--- src/rtl/sobel_window_loader.sv ---
// sobel_window_loader: fetches pixels and holds the 3x3 Sobel window.
// Optional read timeout enabled by SOBEL_WINLOAD_TIMEOUT_EN.
module sobel_window_loader #(
    parameter int ADDR_W  = 8,
    parameter int PIX_W   = 8,
    parameter int LEN_W   = 12,
    parameter int TIMEOUT = 15
) (
    input  logic               clk,
    input  logic               n_reset,
    input  logic [LEN_W-1:0]   length,
    input  logic               start_load,
    input  logic [1:0]         direction,
    input  logic [ADDR_W-1:0]  center_addr,
    output logic               mem_read,
    output logic [ADDR_W-1:0]  mem_addr,
    input  logic [PIX_W-1:0]   mem_rdata,
    input  logic               mem_rvalid,
    output logic [9*PIX_W-1:0] window,
    output logic               window_valid,
    output logic               busy,
    output logic               load_done,
    output logic               load_err
);

    typedef enum logic [2:0] {
        S_IDLE,
        S_FULL,
        S_COL,
        S_ROW,
        S_UPDATE
    } state_t;

    typedef enum logic [1:0] {
        M_FULL,
        M_RIGHT,
        M_LEFT,
        M_ROW
    } mode_t;

    typedef logic [ADDR_W-1:0] addr_t;
    typedef logic [PIX_W-1:0]  pix_t;

    state_t     state_q;
    mode_t      mode_q;
    mode_t      start_mode;
    addr_t      c_q;
    addr_t      l_q;
    addr_t      mem_addr_q;
    addr_t      next_addr;
    addr_t      first_addr;
    logic [3:0] idx_q;
    logic [3:0] last_idx;
    pix_t       tmp_q   [9];
    pix_t       win_q   [9];
    pix_t       win_d   [9];
    pix_t       new_pix [9];
    logic       mem_read_q;
    logic       valid_q;
    logic       busy_q;
    logic       done_q;

    logic unused_len;
    assign unused_len = ^length;

`ifdef SOBEL_WINLOAD_TIMEOUT_EN
    localparam int TW = $clog2(TIMEOUT + 1);
    logic [TW-1:0] wcnt_q;
    logic          err_q;
    assign load_err = err_q;
`else
    logic unused_tmo;
    assign unused_tmo = (TIMEOUT > 0);
    assign load_err   = 1'b0;
`endif

    // Address of the k-th pixel fetched for a move, centred on c, stride l.
    function automatic addr_t addr_of(
        input mode_t      m,
        input addr_t      c,
        input addr_t      l,
        input logic [3:0] k
    );
        logic [1:0] r;
        logic [1:0] cc;
        addr_t      base;
        addr_t      res;
        r  = 2'd0;
        cc = 2'd0;
        unique case (m)
            M_FULL: begin
                if (k < 4'd3) begin
                    r  = 2'd0;
                    cc = k[1:0];
                end else if (k < 4'd6) begin
                    r  = 2'd1;
                    cc = 2'(k - 4'd3);
                end else begin
                    r  = 2'd2;
                    cc = 2'(k - 4'd6);
                end
            end
            M_RIGHT: begin
                r  = k[1:0];
                cc = 2'd2;
            end
            M_LEFT: begin
                r  = k[1:0];
                cc = 2'd0;
            end
            default: begin
                r  = 2'd2;
                cc = k[1:0];
            end
        endcase
        unique case (r)
            2'd0:    base = c - l;
            2'd1:    base = c;
            default: base = c + l;
        endcase
        unique case (cc)
            2'd0:    res = base - addr_t'(1);
            2'd1:    res = base;
            default: res = base + addr_t'(1);
        endcase
        return res;
    endfunction

    // Decode the requested move; an invalid window forces a full reload.
    always_comb begin
        start_mode = M_FULL;
        if (direction != 2'b00 && valid_q) begin
            unique case (direction)
                2'b01:   start_mode = M_RIGHT;
                2'b10:   start_mode = M_LEFT;
                default: start_mode = M_ROW;
            endcase
        end
        first_addr = addr_of(start_mode, center_addr,
                             length[ADDR_W-1:0], 4'd0);
    end

    // Next fetch address and the window as it looks after this move.
    always_comb begin
        last_idx  = (mode_q == M_FULL) ? 4'd8 : 4'd2;
        next_addr = addr_of(mode_q, c_q, l_q, idx_q + 4'd1);
        for (int i = 0; i < 9; i++) begin
            new_pix[i] = (idx_q == 4'(i)) ? mem_rdata : tmp_q[i];
        end
        win_d = win_q;
        unique case (mode_q)
            M_FULL: win_d = new_pix;
            M_RIGHT: begin
                for (int r = 0; r < 3; r++) begin
                    win_d[3*r]   = win_q[3*r+1];
                    win_d[3*r+1] = win_q[3*r+2];
                    win_d[3*r+2] = new_pix[r];
                end
            end
            M_LEFT: begin
                for (int r = 0; r < 3; r++) begin
                    win_d[3*r+2] = win_q[3*r+1];
                    win_d[3*r+1] = win_q[3*r];
                    win_d[3*r]   = new_pix[r];
                end
            end
            default: begin
                for (int c = 0; c < 3; c++) begin
                    win_d[c]   = win_q[3+c];
                    win_d[3+c] = win_q[6+c];
                    win_d[6+c] = new_pix[c];
                end
            end
        endcase
    end

    // Fetch FSM: one outstanding read, window committed on the last pixel.
    always_ff @(posedge clk) begin
        if (!n_reset) begin
            state_q    <= S_IDLE;
            mode_q     <= M_FULL;
            c_q        <= '0;
            l_q        <= '0;
            idx_q      <= '0;
            mem_addr_q <= '0;
            mem_read_q <= 1'b0;
            valid_q    <= 1'b0;
            busy_q     <= 1'b0;
            done_q     <= 1'b0;
            tmp_q      <= '{default: '0};
            win_q      <= '{default: '0};
`ifdef SOBEL_WINLOAD_TIMEOUT_EN
            wcnt_q     <= '0;
            err_q      <= 1'b0;
`endif
        end else begin
            done_q <= 1'b0;
            unique case (state_q)
                S_IDLE: begin
                    if (start_load) begin
                        c_q        <= center_addr;
                        l_q        <= length[ADDR_W-1:0];
                        idx_q      <= '0;
                        mode_q     <= start_mode;
                        mem_addr_q <= first_addr;
                        mem_read_q <= 1'b1;
                        busy_q     <= 1'b1;
`ifdef SOBEL_WINLOAD_TIMEOUT_EN
                        wcnt_q     <= '0;
                        err_q      <= 1'b0;
`endif
                        unique case (start_mode)
                            M_FULL: begin
                                state_q <= S_FULL;
                                valid_q <= 1'b0;
                            end
                            M_ROW:   state_q <= S_ROW;
                            default: state_q <= S_COL;
                        endcase
                    end
                end
                S_FULL, S_COL, S_ROW: begin
                    if (mem_rvalid) begin
                        tmp_q <= new_pix;
`ifdef SOBEL_WINLOAD_TIMEOUT_EN
                        wcnt_q <= '0;
`endif
                        if (idx_q == last_idx) begin
                            mem_read_q <= 1'b0;
                            win_q      <= win_d;
                            valid_q    <= 1'b1;
                            done_q     <= 1'b1;
                            state_q    <= S_UPDATE;
                        end else begin
                            idx_q      <= idx_q + 4'd1;
                            mem_addr_q <= next_addr;
                        end
                    end
`ifdef SOBEL_WINLOAD_TIMEOUT_EN
                    else if (wcnt_q == TW'(TIMEOUT - 1)) begin
                        wcnt_q     <= '0;
                        mem_read_q <= 1'b0;
                        valid_q    <= 1'b0;
                        busy_q     <= 1'b0;
                        err_q      <= 1'b1;
                        state_q    <= S_IDLE;
                    end else begin
                        wcnt_q <= wcnt_q + TW'(1);
                    end
`endif
                end
                S_UPDATE: begin
                    busy_q  <= 1'b0;
                    state_q <= S_IDLE;
                end
                default: state_q <= S_IDLE;
            endcase
        end
    end

    for (genvar k = 0; k < 9; k++) begin : g_win
        assign window[k*PIX_W +: PIX_W] = win_q[k];
    end

    assign mem_read     = mem_read_q;
    assign mem_addr     = mem_addr_q;
    assign window_valid = valid_q;
    assign busy         = busy_q;
    assign load_done    = done_q;

endmodule

--- config.mk ---
export PLATFORM = sky130hd
export DESIGN_NAME = sobel_window_loader
export DESIGN_NICKNAME = d
export VERILOG_FILES = /design/src/rtl/sobel_window_loader.sv
export SDC_FILE = /design/constraint.sdc
export NUM_CORES = 1
export LEC_CHECK = 0
export BUFFER_PORTS_ARGS = -buffer_cell sky130_fd_sc_hd__buf_2
export CORE_ASPECT_RATIO = 0.9
export CORE_MARGIN = 2
export CORE_UTILIZATION = 35
export DETAILED_ROUTE_END_ITERATION = 8
export SLEW_MARGIN = 20
export SYNTH_ARGS = -nofsm -noshare
export SYNTH_HDL_FRONTEND = slang
export SYNTH_SLANG_ARGS = --single-unit
--- constraint.sdc ---
create_clock -name clk -period 14.17 [get_ports clk]
set_input_delay 4.251 -clock clk [delete_from_list [all_inputs] [get_ports clk]]
set_output_delay 4.251 -clock clk [all_outputs]
set_load 0.005 [all_outputs]
==> out/results.ini, run 1 <==
[run_status]
status = finished, final reports clean

[clock_network]
clock_latency_ps = 440
path_clk_slew_ps = 70
clockBufferDepth = 2
cts_hold_buf = 0
htreeDepth = 4
cts_setup_buffers = 0
numCtsBuffers = 17
clock_sinks = 181
tritoncts = done
cts-resized-gates = 0
root_buffer = clkbuf_16

[cells_and_area]
fin_nets = 1514
insertedDiodeCount = 0
regArea_um2 = 3620
area_growth_syn_to_layout_pct = 13.2
multi_input_area_um2 = 6470
design_area_um2 = 12000
fillCellCount = 3118
drive_above_1_share_pct = 14.9

[yosys]
seq_area_frac_synth_pct = 34.2
synth_area_leader_cell = dfxtp_1
synth.avg_cell_area_um2 = 7.58
dominantRegCellSynth = dfxtp_1
synth_nets = 1475
ys.warnings.count = 0
syn_inst = 1396
synth.cell_area_um2 = 10600
synth_cell_types = 60
synth_edf_count = 0
synth-seq-cells = 181
netlist_top_cells_area = dfxtp_1 34%, nand2_1 11%, a21oi_1 8.8%
synth_top_area_share_pct = 34.2
synth-async-reset-ratio_pct = 0

[sta]
layout_min_cycle_time_ps = 7540
finalCritPeriodShare_pct = 53.2
fin_skew_ps = 19.3
final_hold_viol_count = 0
drv_slew = 0
setup-tns-final_ps = 0
holdWs_ps = 456
setup_viol = 0
max_freq_ghz = 0.133
rsz0062_at_grt = false
worstMarginPinSlew_ps = 1090
slew_headroom_pct = 27.5

[floorplan]
start_util_pct = 35.5
die-area_um2 = 31700
rows = 60
io_pins = 119
dieWidth_um = 187
fp.dieH_um = 169
core_area_um2 = 29800

[worst_setup_path]
rr_worst_depth = 19
cp-start-kind = input port
cp_cell_sequence = buf_2 > nand2_1 > inv_1 > ha_1 > o21ai_0 > inv_1 > ha_1 > nor2b_1 > o21ai_0 > nand2b_1 > a21o_1 > a21oi_1 > xnor2_1 > ha_1 > or3_1 > o21ai_0 > a21oi_1 > xnor2_1 > xnor2_1 > a21oi_1 > a31oi_1
slowest_stage = o21ai_0
cp-endpoint = mem_addr[7]
critPathMaxStageDelay_ps = 360
reg2reg_from = idx_q[0]
end_kind = flop
r2r_setup_slack_ps = 8820
critPathRequiredTime_ps = 14440
worstPathArrival_ps = 7820
r2r-end = mem_addr[7]
critPathLaunch = direction[1]
setup.worst_path.class = input port to flop
cp_max_fo = 8

[drt]
dr_total_vias = 10400
drt_wl_total_um = 35000
post-route-drc-count = 0
drt_first_iter_violations = 1126
avgViaCountPerCell = 5.60
drtAntennaViolNets = 0
dr.pass1.iters = 6
wl_per_cell_um = 18.9

[power]
vdd_drop_max_v = 0.0000803
leakagePower_nw = 4.67
totalPowerFinal_w = 0.00121
powerDensity_nw_per_um2 = 101

[worst_hold_path]
worstHoldStart = tmp_q[15]
hold_path.class = flop to flop

[global_route]
grt_pass1_wl_um = 55600
grt_pass1_vias = 9627
overflow = 0
grt_max_degree = 91
antenna_found_initial = 1
grt_use_total_pct = 22.0

[placed_design]
dp_hpwl_um = 23800
port_buffers = 113
placed_area_um2 = 11400
gp_congestion = 0.830

[flow_run]
max_cap_violations = 0

==> worst min-delay path by stage <==
stage,depth (start not counted),endpoint,slack (ps)
6_report,2,tmp_q[15],460
5_1_grt,2,tmp_q[26],470
4_1_cts,2,tmp_q[15],460
3_5_place_dp,2,tmp_q[15],440
3_3_place_gp,2,tmp_q[38],440
2_1_floorplan,2,tmp_q[10],430
==> cell type report <==
| cell class | instances | area share, % |
|---|---|---|
| repair buffers | 124 | 5.41 |
| well taps | 403 | 4.21 |
| clock inverters | 14 | 1.48 |
| flip-flops and latches | 181 | 30.2 |
| clock buffers | 18 | 3.66 |
| inverters | 31 | 0.992 |
| multi-input cells | 1080 | 54.0 |
==> cell families (layout without fill, tap and decap cells) <==
group / after synthesis / count (layout) / share of synthesized area [%]
DFF: 181 / 181 / 34.2
AOI/OAI and AO/OA: 413 / 413 / 24.4
adders and majority gates: 45 / 45 / 5.60
muxes: 82 / 82 / 8.44
and+or+nand+nor: 500 / 500 / 19.2
other: 1 / 1 / 0.0354
buffers and inverters: 135 / 187 / 4.87
xor gates and xnor gates: 39 / 39 / 3.23
==> placed cells by master, fill, tap and decap left out, drive strengths merged, types with 3 or more instances in the layout <==
cell and count:
a211oi 28, a21o 8, a21oi 187, a221oi 8, a222oi 32, a31oi 5
and2 6, and3 4, buf 124, clkbuf 18, clkinv 8, dfxtp 181
fa 4, ha 41, inv 37, mux2 45, mux2i 37, nand2 315
nand2b 8, nand3 9, nor2 116, nor2b 11, nor3 18, o211ai 26
o21ai 72, o221ai 16, o22ai 12, o31ai 4, or2 3, or3 5
xnor2 23, xor2 16
==> critical path: cells and delay by family <==
kind / cells / cell delay (ps)
xor gates and xnor gates: 3 / 470
buffers and inverters: 3 / 270
adders and majority gates: 3 / 850
AOI/OAI and AO/OA: 8 / 1290
and+or+nand+nor: 4 / 690
==> where the power goes <==
part           internal (W)  total, W  switching [W]
logic             0.0000752  0.000189       0.000114
registers          0.000519  0.000527     0.00000751
clock network      0.000245  0.000494       0.000250
==> routing by layer <==
metal | global-route usage (%) | up-vias | part of all wire (%)
li1 | - | 5005 | -
met1 | 32.5 | 4933 | 47
met2 | 32.0 | 396 | 42
met3 | 4.64 | 38 | 8.6
met4 | 6.18 | 2 | 1.9
met5 | 0 | - | 0.037
==> sequential cells by signal, indices dropped and copies added (netlist names) <==
register      cells
window_valid      1
l_q               8
c_q               8
idx_q             4
mem_read          1
busy              1
load_done         1
mode_q            2
tmp_q            72
mem_addr          8
state_q           3
window           72
==> synth_stat cells, drive strengths merged, types with 2 or more instances <==
master,instances
inv,31
o31ai,4
a21o,8
o211ai,26
a21oi,187
nor2,116
or2,3
xor2,16
nand3,9
nand3b,2
clkbuf,96
ha,41
nand2b,8
xnor2,23
o21a,2
or3,5
a211oi,28
and3,4
o221ai,16
o22ai,12
o21ai,72
and2,6
buf,8
nor2b,11
nand2,315
a31oi,5
mux2i,37
nor3,18
a222oi,32
mux2,45
dfxtp,181
a221oi,8
fa,4
==> per-stage QoR <==
stage | util (%) | setup slack [ps] | instances
2_1_floorplan | - | 6750 | 1396
3_3_place_gp | 38.1 | 6190 | 1819
3_5_place_dp | 38.1 | 6200 | 1819
4_1_cts | 40.2 | 6630 | 1851
5_1_grt | 40.2 | 6220 | 1851
6_report | 40.2 | 6630 | 1851
Power figures use the tool's default switching activity.
==> run 2, diff against run 1 <==
Clock period 14.17 ns to 6.2 ns, I/O delays scaled along.
==> out/results.ini, run 2 (synthesis gave the netlist of run 1 again) <==
[clock_network]
cts_setup_buffers = 0  ; unchanged
path_clk_slew_ps = 80  ; about the same
clock_latency_ps = 450  ; about the same
root_buffer = clkbuf_16
tritoncts = done
numCtsBuffers = 17  ; unchanged
cts_hold_buf = 0  ; unchanged
cts-resized-gates = 0  ; unchanged
clock_sinks = 181  ; unchanged
htreeDepth = 4  ; unchanged
clockBufferDepth = 2  ; unchanged

[cells_and_area]
fillCellCount = 3120  ; +0.064%
utilization_pct = 40.5  ; +0.24 points
drive_above_1_share_pct = 15.1  ; +0.18 points
insertedDiodeCount = 0  ; unchanged
fin_nets = 1517  ; +0.20%
final_cell_mix = 314 x nand2_1, 187 x a21oi_1, 181 x dfxtp_1, 115 x nor2_1, 113 x buf_2
final_common_cell = nand2_1
area_growth_syn_to_layout_pct = 13.9
design_area_um2 = 12100  ; +0.61%

[power]
powerDensity_nw_per_um2 = 229  ; +130%
sw_frac_of_total_pct = 30.6  ; -0.092 points
internal_power_w = 0.00192  ; +130%
pwr-share-comb_pct = 15.8  ; +0.2 points
clockPowerShare_pct = 40.7  ; -0.2 points
leakagePower_nw = 4.70  ; +0.65%
seqPwrFrac_pct = 43.5  ; about the same
switchingPower_w = 0.000845  ; +130%
vdd_drop_max_v = 0.000167  ; +110%

[placed_design]
dp_hpwl_um = 23900  ; +0.42%
gp_congestion = 0.850  ; +2.3%
placed_area_um2 = 11400  ; +0.35%
place_ws_ps = 647  ; -5550 ps
port_buffers = 113  ; unchanged

[sta]
setup-tns-final_ps = 0  ; unchanged
finalCritPeriodShare_pct = 84.7
fin_skew_ps = 18.5  ; -0.771 ps
worstMarginPinSlew_ps = 1070  ; -14.7 ps
layout_min_cycle_time_ps = 5250
drv_slew = 0  ; unchanged
slew_headroom_pct = 28.3  ; +0.80 points
rsz0062_at_grt = false
max_freq_ghz = 0.190
setup_viol = 0  ; unchanged
fin_ws_ps = 947  ; -5680 ps
final_hold_viol_count = 0  ; unchanged

[worst_setup_path]
critPathLaunch = idx_q[0]
reg2reg_from = idx_q[0]
setup.worst_path.class = flop to flop
cp-start-kind = flop
cp_max_fo = 15  ; +7
critPathRequiredTime_ps = 6560  ; -7880 ps
rr_worst_depth = 20  ; +1
end_kind = flop
worstPathArrival_ps = 5620  ; -2200 ps

[worst_hold_path]
worstHoldStart = tmp_q[31]
min_delay_path_depth = 2  ; unchanged
hold_path.class = flop to flop

[global_route]
grt_pass1_vias = 9465  ; -1.7%
overflow = 0  ; unchanged
grt_max_degree = 110  ; +21%
grt_use_total_pct = 21.9  ; -0.060 points
grt_pass1_wl_um = 54900  ; -1.1%
antenna_found_initial = 1  ; unchanged

[floorplan]
io_pins = 119  ; unchanged
dieWidth_um = 187  ; unchanged
rows = 60  ; unchanged
start_util_pct = 35.5  ; unchanged
core_area_um2 = 29800  ; unchanged
fp.dieH_um = 169  ; unchanged
die-area_um2 = 31700  ; unchanged

[drt]
avgViaCountPerCell = 5.53  ; -1.3%
drtAntennaViolNets = 0  ; unchanged
post-route-drc-count = 3  ; +3
wl_per_cell_um = 18.9  ; about the same
dr_total_vias = 10300  ; -1.1%
drt_first_iter_violations = 1184  ; +5.2%
dr.pass1.iters = 9  ; +3
drt_wl_total_um = 35100  ; +0.24%

[run_status]
violations = design-rule violations
status = complete, but fails checks

[flow_run]
max_cap_violations = 0  ; unchanged

## run 2: cell count changes in the layout (fill, tap and decap cells not counted)
cell      before  now
buf_16         0    1
clkinv_8       7    8
buf_12         0    2
inv_8          1    0
## run 2: power by group through the flow
stage          Sequential (W)  Combinational (W)  Clock [W]
2_1_floorplan         0.00123           0.000313          0
3_3_place_gp          0.00123           0.000417          0
3_5_place_dp          0.00123           0.000427          0
4_1_cts               0.00120           0.000431    0.00115
5_1_grt               0.00121           0.000485    0.00120
6_report              0.00120           0.000435    0.00113
## run 2: area by class of cell
class | count | area [µm²] | area share, %
repair buffers | 127 | 716 | 5.94
well taps | 403 | 504 | 4.18
inverters | 31 | 119 | 0.986
flip-flops and latches | 181 | 3620 | 30.1
clock inverters | 14 | 183 | 1.51
clock buffers | 18 | 439 | 3.64
multi-input cells | 1080 | 6470 | 53.7
## run 2: final timing paths
kind	endpoint	slack, ps
hold / removal	tmp_q[31]	450
setup / recovery	mem_addr[7]	950
hold reg to reg	tmp_q[31]	450
setup reg to reg	mem_addr[7]	950
## run 2: worst max-delay path: stages (launching register included)
cell	delay [ps]
dfxtp_1	640
inv_2	150
ha_1	400
o21ai_0	220
nand2_1	120
nor2_1	330
mux2_2	410
inv_1	60
ha_1	210
nor2b_1	120
o21ai_0	230
nand2b_1	110
xnor2_1	130
a21oi_1	320
ha_1	340
and3_1	220
a31oi_1	200
a211o_1	180
mux2_4	310
or3_1	350
a31oi_1	120
## run 2: routing by layer
metal | track usage (%) | part of all wire, % | routed length (µm)
met1 | 32.6 | 48 | 16700
met2 | 32.2 | 43 | 15000
met3 | 4.35 | 8.3 | 2920
met4 | 5.49 | 1.3 | 443
met5 | 0 | 0.037 | 13
## run 2: through the flow
step | hold slack [ps] | cells | power [W]
final | 455 | 1854 | 0.00276
after global routing | 472 | 1854 | 0.00289
after CTS | 457 | 1853 | 0.00278
after detailed placement | 445 | 1821 | 0.00166
after global placement | 439 | 1821 | 0.00165
after floorplan | 433 | 1396 | 0.00154
==> run 3, diff against run 2 <==
Clock period 6.2 ns to 5.5 ns, I/O delays scaled along.
==> out/results.ini, run 3 (synthesis gave the netlist of run 1 again) <==
[global_route]
overflow = 0  ; unchanged
gr-usage-met2_pct = 32.1  ; -0.097 points
grt_pass1_wl_um = 55500  ; +1.1%
busiest_layer = met1
use_met3_pct = 5.00  ; +0.64 points
antenna_found_initial = 1  ; unchanged
grt_pass1_vias = 9447  ; -0.19%
grt_max_degree = 87  ; -21%
grt_use_total_pct = 22.2  ; +0.26 points
use_met1_pct = 33.0  ; +0.39 points

[cells_and_area]
drive_above_1_share_pct = 15.3  ; +0.18 points
insertedDiodeCount = 0  ; unchanged
fillCellCount = 3099  ; -0.67%
area_growth_syn_to_layout_pct = 13.5
regArea_um2 = 3620  ; unchanged
multi_input_area_um2 = 6470  ; unchanged
final_cell_mix = 314 x nand2_1, 187 x a21oi_1, 181 x dfxtp_1, 115 x nor2_1, 113 x buf_2
fin_nets = 1521  ; +0.26%
final_common_cell = nand2_1
layoutNonFillerInstCount = 1857  ; +0.16%

[power]
totalPowerFinal_w = 0.00306  ; +11%
powerDensity_nw_per_um2 = 254  ; +11%
vdd_drop_max_v = 0.000189  ; +13%
leakagePower_nw = 4.70  ; -0.13%

[floorplan]
rows = 60  ; unchanged
core_area_um2 = 29800  ; unchanged
die-area_um2 = 31700  ; unchanged
dieWidth_um = 187  ; unchanged
io_pins = 119  ; unchanged
start_util_pct = 35.5  ; unchanged
fp.dieH_um = 169  ; unchanged

[clock_network]
clock_latency_ps = 440  ; about the same
numCtsBuffers = 17  ; unchanged
clock_sinks = 181  ; unchanged
root_buffer = clkbuf_16
cts-resized-gates = 0  ; unchanged
cts_setup_buffers = 0  ; unchanged
tritoncts = done
htreeDepth = 4  ; unchanged
path_clk_slew_ps = 70  ; about the same
cts_hold_buf = 0  ; unchanged
clockBufferDepth = 2  ; unchanged

[drt]
avgViaCountPerCell = 5.57  ; +0.62%
post-route-drc-count = 0  ; -3
drt_wl_total_um = 35400  ; +0.70%
drtAntennaViolNets = 0  ; unchanged
dr.pass1.iters = 8  ; -1
dr_total_vias = 10300  ; +0.78%
wl_per_cell_um = 19.0  ; +0.54%
drt_first_iter_violations = 1381  ; +17%

[sta]
max_freq_ghz = 0.201  ; +5.6%
finalCritPeriodShare_pct = 90.5  ; +5.7 points
final_hold_viol_count = 0  ; unchanged
rsz0062_at_grt = false
fin_skew_ps = 15.8  ; -2.71 ps
drv_slew = 0  ; unchanged
setup-tns-final_ps = 0  ; unchanged
worstMarginPinSlew_ps = 1040  ; -28.1 ps
fin_ws_ps = 524  ; -423 ps
setup_viol = 0  ; unchanged
layout_min_cycle_time_ps = 4980  ; -277 ps
slew_headroom_pct = 30.5  ; +2.1 points

[worst_setup_path]
worstPathArrival_ps = 5330  ; -290 ps
critPathRequiredTime_ps = 5850  ; -710 ps
cp-start-kind = flop
cp_max_fo = 12  ; -3
setup.worst_path.class = flop to flop
end_kind = flop

[placed_design]
dp_hpwl_um = 24300  ; +1.7%
gp_congestion = 0.847  ; -0.28%
port_buffers = 113  ; unchanged
place_ws_ps = 137  ; -510 ps
placedCellCount = 1826  ; +0.27%

[flow_run]
max_cap_violations = 0  ; unchanged

[run_status]
status = finished, final reports clean

[worst_hold_path]
hold_path.class = flop to flop

-- run 3: cell count changes in the layout (fill, tap and decap cells not counted), sizes merged --
cell	previous run	this run
buf	127	131
clkinv	9	6
inv	36	38
clkbuf	18	17
clkinvlp	0	1
-- run 3: where the power goes --
group          switching [W]  internal [W]  leakage (nW)
registers          0.0000178       0.00134          1.46
logic               0.000293      0.000195          2.96
clock network       0.000609      0.000602         0.277
-- run 3: worst max-delay path, cell delays in order (launching register included) --
cell      delay (ps)
dfxtp_1          540
inv_1            130
ha_1             370
o21ai_0          230
nand2_1          120
nor2_1           300
mux2_2           410
inv_1             60
ha_1             210
nor2b_1          130
o21ai_0          220
nand2b_1         110
xnor2_1          130
a21oi_1          260
ha_1             330
and3_1           220
a31oi_1          180
a211o_1          180
mux2_4           300
or3_1            350
a31oi_1          120
-- run 3: area by class of cell --
| cell class | count | area share (%) |
|---|---|---|
| inverter | 31 | 0.989 |
| sequential | 181 | 30.2 |
| multi-input combinational | 1080 | 53.9 |
| clock inverter | 14 | 1.19 |
| clock buffer | 17 | 3.54 |
| timing repair buffer | 131 | 6.04 |
| tap | 403 | 4.20 |
-- run 3: path summary, 6_finish.rpt --
| check | depth (start not counted) | startpoint | end | slack (ps) |
|---|---|---|---|---|
| hold / removal | 2 | tmp_q[15] | tmp_q[15] | 450 |
| hold reg to reg | 2 | tmp_q[15] | tmp_q[15] | 450 |
| setup / recovery | 20 | idx_q[1] | mem_addr[7] | 520 |
| setup reg to reg | 20 | idx_q[1] | mem_addr[7] | 520 |
-- run 3: per-stage QoR --
stage / instance area (µm²) / hold slack (ps) / utilization, %
2_1_floorplan: 10600 / 433 / -
3_3_place_gp: 11400 / 439 / 38.4
3_5_place_dp: 11400 / 443 / 38.4
4_1_cts: 12000 / 454 / 40.3
5_1_grt: 12000 / 475 / 40.3
6_report: 12000 / 455 / 40.3
-- run 3: per-layer routing --
metal | up-vias | wire length, µm
li1 | 5006 | -
met1 | 4871 | 16800
met2 | 428 | 15000
met3 | 33 | 2930
met4 | 2 | 620
met5 | - | 13
